===== src/rtl/pb_step_conditioner_pkg.sv =====
// Shared types, timing defaults and counter sizing for the pushbutton conditioner.
package pb_cond_pkg;

   typedef enum logic [1:0] {IDLE, ARM, HELD, DISARM} pb_state_e;

   localparam int unsigned DEF_NUM_BTN     = 2;
   localparam int unsigned DEF_DEBOUNCE    = 4;
   localparam int unsigned DEF_REPEAT_DLY  = 50;
   localparam int unsigned DEF_REPEAT_RATE = 10;

   // One counter width serves both the debounce count and the repeat count.
   function automatic int unsigned cnt_width(input int unsigned debounce,
                                             input int unsigned repeat_dly);
      int unsigned m;
      m = (debounce > repeat_dly) ? debounce : repeat_dly;
      return $clog2(m + 1);
   endfunction

endpackage


===== src/rtl/pb_step_conditioner_channel.sv =====
// One button channel: 2-flop synchronizer, debounce FSM, hold-to-repeat counter.
module pb_channel
   import pb_cond_pkg::*;
#(
   parameter int unsigned DEBOUNCE    = DEF_DEBOUNCE,
   parameter int unsigned REPEAT_DLY  = DEF_REPEAT_DLY,
   parameter int unsigned REPEAT_RATE = DEF_REPEAT_RATE
) (
   input  logic hz100,
   input  logic reset,
   input  logic pb_raw,
   input  logic repeat_en,
   output logic level,
   output logic press,
   output logic rel,
   output logic busy
);

   localparam int unsigned W = cnt_width(DEBOUNCE, REPEAT_DLY);

   localparam logic [W-1:0] DB_LAST    = W'(DEBOUNCE - 1);
   localparam logic [W-1:0] RPT_FIRE   = W'(REPEAT_DLY - 1);
   localparam logic [W-1:0] RPT_RELOAD = W'(REPEAT_DLY - REPEAT_RATE);
   localparam logic [W-1:0] RPT_MAX    = {W{1'b1}};
   localparam logic [W-1:0] ONE        = W'(1);

   logic            sync1_q, s_q;
   pb_state_e       state_q, state_d;
   logic [W-1:0]    cnt_q, cnt_d;
   logic [W-1:0]    rpt_q, rpt_d;
   logic            level_q, press_q, rel_q, busy_q;
   logic            press_d, rel_d;

   always_ff @(posedge hz100 or negedge reset) begin
      if (!reset) begin
         sync1_q <= 1'b0;
         s_q     <= 1'b0;
      end else begin
         sync1_q <= pb_raw;
         s_q     <= sync1_q;
      end
   end

   always_comb begin
      state_d = state_q;
      cnt_d   = cnt_q;
      rpt_d   = rpt_q;
      press_d = 1'b0;
      rel_d   = 1'b0;
      unique case (state_q)
         IDLE: begin
            if (s_q) begin
               if (DEBOUNCE == 1) begin
                  state_d = HELD;
                  press_d = 1'b1;
                  cnt_d   = '0;
                  rpt_d   = '0;
               end else begin
                  state_d = ARM;
                  cnt_d   = ONE;
               end
            end
         end
         ARM: begin
            if (!s_q) begin
               state_d = IDLE;
               cnt_d   = '0;
            end else if (cnt_q == DB_LAST) begin
               state_d = HELD;
               press_d = 1'b1;
               cnt_d   = '0;
               rpt_d   = '0;
            end else begin
               cnt_d = cnt_q + ONE;
            end
         end
         HELD: begin
            if (!s_q) begin
               // rpt is frozen while the release is being qualified
               if (DEBOUNCE == 1) begin
                  state_d = IDLE;
                  rel_d   = 1'b1;
                  cnt_d   = '0;
               end else begin
                  state_d = DISARM;
                  cnt_d   = ONE;
               end
            end else if (repeat_en && (rpt_q == RPT_FIRE)) begin
               press_d = 1'b1;
               rpt_d   = RPT_RELOAD;
            end else if (rpt_q != RPT_MAX) begin
               rpt_d = rpt_q + ONE;
            end
         end
         DISARM: begin
            if (s_q) begin
               state_d = HELD;
               cnt_d   = '0;
            end else if (cnt_q == DB_LAST) begin
               state_d = IDLE;
               rel_d   = 1'b1;
               cnt_d   = '0;
            end else begin
               cnt_d = cnt_q + ONE;
            end
         end
         default: begin
            state_d = IDLE;
            cnt_d   = '0;
         end
      endcase
   end

   always_ff @(posedge hz100 or negedge reset) begin
      if (!reset) begin
         state_q <= IDLE;
         cnt_q   <= '0;
         rpt_q   <= '0;
         level_q <= 1'b0;
         press_q <= 1'b0;
         rel_q   <= 1'b0;
         busy_q  <= 1'b0;
      end else begin
         state_q <= state_d;
         cnt_q   <= cnt_d;
         rpt_q   <= rpt_d;
         level_q <= (state_d == HELD) || (state_d == DISARM);
         press_q <= press_d;
         rel_q   <= rel_d;
         busy_q  <= (state_d == ARM) || (state_d == DISARM);
      end
   end

   assign level = level_q;
   assign press = press_q;
   assign rel   = rel_q;
   assign busy  = busy_q;

   a_no_press_and_rel: assert property (@(posedge hz100) disable iff (!reset)
                                        !(press_q && rel_q));

endmodule


===== src/rtl/pb_step_conditioner.sv =====
// Pushbutton conditioner top: NUM_BTN independent debounce/strobe channels in the hz100 domain.
// The release strobe port is named rel because release is a reserved word.
module pb_step_conditioner
   import pb_cond_pkg::*;
#(
   parameter int unsigned NUM_BTN     = DEF_NUM_BTN,
   parameter int unsigned DEBOUNCE    = DEF_DEBOUNCE,
   parameter int unsigned REPEAT_DLY  = DEF_REPEAT_DLY,
   parameter int unsigned REPEAT_RATE = DEF_REPEAT_RATE
) (
   input  logic               hz100,
   input  logic               reset,
   input  logic [NUM_BTN-1:0] pb_raw,
   input  logic [NUM_BTN-1:0] repeat_en,
   output logic [NUM_BTN-1:0] level,
   output logic [NUM_BTN-1:0] press,
   output logic [NUM_BTN-1:0] rel,
   output logic [NUM_BTN-1:0] busy
);

   for (genvar i = 0; i < NUM_BTN; i++) begin : g_chan
      pb_channel #(
         .DEBOUNCE    (DEBOUNCE),
         .REPEAT_DLY  (REPEAT_DLY),
         .REPEAT_RATE (REPEAT_RATE)
      ) u_chan (
         .hz100     (hz100),
         .reset     (reset),
         .pb_raw    (pb_raw[i]),
         .repeat_en (repeat_en[i]),
         .level     (level[i]),
         .press     (press[i]),
         .rel       (rel[i]),
         .busy      (busy[i])
      );
   end

endmodule


===== config.mk =====
export PLATFORM = sky130hd
export DESIGN_NAME = pb_step_conditioner
export DESIGN_NICKNAME = d
export VERILOG_FILES = /design/src/rtl/pb_step_conditioner_pkg.sv /design/src/rtl/pb_step_conditioner_channel.sv /design/src/rtl/pb_step_conditioner.sv
export SDC_FILE = /design/constraint.sdc
export NUM_CORES = 1
export LEC_CHECK = 0
export ABC_CLOCK_PERIOD_IN_PS = 1700
export CORE_ASPECT_RATIO = 1.25
export CORE_MARGIN = 1
export CORE_UTILIZATION = 26
export CTS_CLUSTER_SIZE = 40
export DETAILED_ROUTE_END_ITERATION = 7
export GPL_ROUTABILITY_DRIVEN = 0
export PLACE_DENSITY = 0.43
export SYNTH_ARGS = -nofsm -noshare
export SYNTH_HDL_FRONTEND = slang
export SYNTH_SLANG_ARGS = --single-unit

===== constraint.sdc =====
create_clock -name hz100 -period 1.7 [get_ports hz100]
set_input_delay 0.34 -clock hz100 [delete_from_list [all_inputs] [get_ports hz100]]
set_output_delay 0.34 -clock hz100 [all_outputs]
set_load 0.02 [all_outputs]

==> reports/qor.yml <==
status: "finished with violations"
violations: "negative setup slack"
synth.most_common_cell: "dfrtp_1"
hold_viol_final: 0
critPathSlowestCell: "a311o_2"
sw_frac_of_total_pct: 36.3
synth-edff-count: 0
post-route-min-period_ns: 1.72
cp-end-kind: "flop"
min_from: "g_chan[1].u_chan.sync1_q"
fill_cells: 908
synthArstFlopShare_pct: 100
rows: 38
rrSetupSlack_ns: -0.02
cpPeakStageDelay_ns: 0.40
io_pins: 14
post-route-period-util_pct: 101
grt_max_degree: 29
yosysSeqAreaShare_pct: 40.9
worstSkewPairLatency_ns: 0.29
fin_area_um2: 3110
cp_common_cell: "nor3b_4"
die-area_um2: 9330
avgViaCountPerCell: 4.60
dpl_cell_area_um2: 2900
hold-path-endpoint: "g_chan[1].u_chan.s_q"
grt_first_pass_wirelength_um: 8800
synth_commonest_cells: "dfrtp_1 (38), nor2_1 (22), ha_1 (16), inv_1 (16), nand2_1 (14)"
cp.arrival_ns: 1.89
track_usage_pct: 12.2
netlist_area_um2: 2320
grt.overflow.total: 0
leakagePower_nw: 1.36
layout-drive-gt1-share_pct: 32.0
path_max_fanout: 3
worst_pin_slew_ns: 0.353
grt_pass1_vias: 1924
drt_iter0_markers: 42
p_clk_share_pct: 16.7
syn_avg_cell_area_um2: 9.93
fin_nets: 319
synth_seq_cells: 38
dr.pass1.iters: 4
worst_slack_ns: -0.0160
syn_inst: 234
tritoncts: "done"
synth_top_area_cell: "dfrtp_1"
finalMaxSlewViolations: 0
worstSetupPathType: "reg -> reg"
synth.distinct_cells: 51
fmax_mhz: 583
die_w_um: 86.6
maxCapViolations: 0
syn_nets: 256
wl_per_cell_um: 12.5
htreeDepth: 2
wl_um: 5220
core_area_um2: 8700
power.net_switching_mw: 1.29
ir_drop_mv: 0.763
cts_root_buf: "clkbuf_8"
dp_hpwl_um: 3890
clkSinkCount: 38
synth_top_area_share_pct: 40.9
critical_path_required_ns: 1.87
die_h_um: 108
comb_power_share_pct: 52.3
min_delay_path_depth: 0
internal_power_mw: 2.27
min_path_type: "reg -> reg"
rsz0062_at_grt: "true"
crit_chain: "ha_2, nor3b_4, a311o_2, nor3b_4, mux2_4"
clockBufferDepth: 2
yosysWarnings: 0
cts_inserted_buffers: 5
start_kind: "flop"
synth.area.top_cells: "dfrtp_1 (41%), ha_1 (8.6%), nor2_1 (3.6%), buf_4 (2.9%), o21ai_0 (2.6%)"
antenna_found_initial: 0
fin_worst_skew_ns: 0.00640
portBuffers: 13
max_slew_margin_pct: 76.5
seqPwrFrac_pct: 31.0
syn2layout_area_growth_pct: 33.9
r2r_cells: 5
start_util_pct: 26.7
diodes: 0
drc_errors: 0
antenna_left: 0
clkTransAtPathRegs_ns: 0.08
finalSetupViolCount: 2
ys.flop_type: "dfrtp_1"
worst_r2r_endpoint: "g_chan[1].u_chan.rpt_q[0]"
r2r_start: "g_chan[1].u_chan.cnt_q[0]"
power_density_nw_per_um2: 1140
vias: 1920
fin_tns_setup_ns: -0.0285
[layer usage]
layer,share of wire [%],track usage (%),vias up
li1,-,-,971
met1,45,14.1,921
met2,51,22.0,21
met3,2.4,2.68,7
met4,1.2,3.57,0
met5,0,0,-
[through the flow]
stage / cells / power (mW) / hold WS (ns) / utilization (%) / setup WS [ns]
after global routing: 417 / 3.84 / 0.376 / 35.8 / -0.0844
after global placement: 404 / 2.82 / 0.241 / 33.3 / -0.0611
after detailed placement: 404 / 2.83 / 0.244 / 33.3 / -0.0887
after floorplan: 234 / 2.09 / 0.0444 / - / -0.0234
final: 417 / 3.56 / 0.353 / 35.8 / -0.0160
after CTS: 415 / 3.52 / 0.358 / 35.0 / -0.00709
[critical path: cells and delay by family (launching register included)]
family | cells | cell delay [ns]
AOI/OAI and AO/OA | 1 | 0.40
DFF | 1 | 0.39
and+or+nand+nor | 2 | 0.32
muxes | 1 | 0.30
adders and majority gates | 1 | 0.19
[flip-flops by register name, summed over array words and instances (netlist names)]
signal	cells
g_chan.u_chan.state_q	3
g_chan.u_chan.rel	2
g_chan.u_chan.cnt_q	12
g_chan.u_chan.level	2
g_chan.u_chan.rpt_q	12
g_chan.u_chan.s_q	2
g_chan.u_chan.busy	1
g_chan.u_chan.sync1_q	2
g_chan.u_chan.press	2
[power groups by stage]
stage | logic, mW | clock network, mW | registers, mW
floorplan | 0.989 | 0 | 1.10
CTS | 1.79 | 0.635 | 1.09
detailed placement | 1.72 | 0 | 1.11
finish | 1.86 | 0.595 | 1.10
global route | 2.07 | 0.661 | 1.12
global placement | 1.71 | 0 | 1.11
[area by class of cell]
| class | count | area, µm² | share of cell area, % |
|---|---|---|---|
| timing repair buffer | 68 | 554 | 17.8 |
| multi-input combinational | 168 | 1320 | 42.4 |
| tap | 120 | 150 | 4.82 |
| clock buffer | 7 | 76.3 | 2.45 |
| sequential | 38 | 951 | 30.5 |
| inverter | 16 | 60.1 | 1.93 |
[worst max-delay path by stage]
stage	cells past startpoint	to	from
4_1_cts	5	g_chan[1].u_chan.rpt_q[0]	g_chan[1].u_chan.cnt_q[0]
3_5_place_dp	5	g_chan[0].u_chan.rpt_q[4]	repeat_en[0]
2_1_floorplan	7	g_chan[1].u_chan.rpt_q[0]	g_chan[1].u_chan.busy
5_1_grt	5	g_chan[1].u_chan.rpt_q[0]	g_chan[1].u_chan.cnt_q[1]
6_report	5	g_chan[1].u_chan.rpt_q[0]	g_chan[1].u_chan.cnt_q[0]
3_3_place_gp	5	g_chan[0].u_chan.rpt_q[4]	repeat_en[0]
[cell families (layout without fill, tap and decap cells)]
kind of cell / count (synthesis) / count (layout) / share of synthesized area, %
AO/OA/AOI/OAI: 58 / 58 / 18.7
multiplexers: 9 / 9 / 4.52
buffers and inverters: 28 / 91 / 6.35
flip-flops: 38 / 38 / 40.9
AND/OR/NAND/NOR: 80 / 80 / 19.0
XOR/XNOR: 5 / 5 / 1.88
adder cells (fa/ha/maj): 16 / 16 / 8.61
[timing repair]
action,CTS,global route
endpoints found under the hold margin,10,0
setup endpoints to repair,9,20
setup buffers,3,2
pin swaps,2,5
resized for setup,11,15
hold buffers,1,0
[cells in the final DEF (no fill, tap or decap), drive strengths merged, types with 4 or more instances in the layout]
cell type      netlist  layout
inv                 16      16
nor3b                4       4
buf                 11      55
ha                  16      16
xor2                 5       5
and3                 4       4
nor3                 4       4
mux2                 6       6
nor2                22      22
clkdlybuf4s50        0      10
nand2               14      14
nand3               11      11
a21oi                8       8
o21ai               12      12
a22o                 4       4
o211ai               4       4
dfrtp               38      38
nor2b                7       7
clkbuf               1       7
nand4                5       5
No activity file was read; power rests on OpenSTA's default activity.
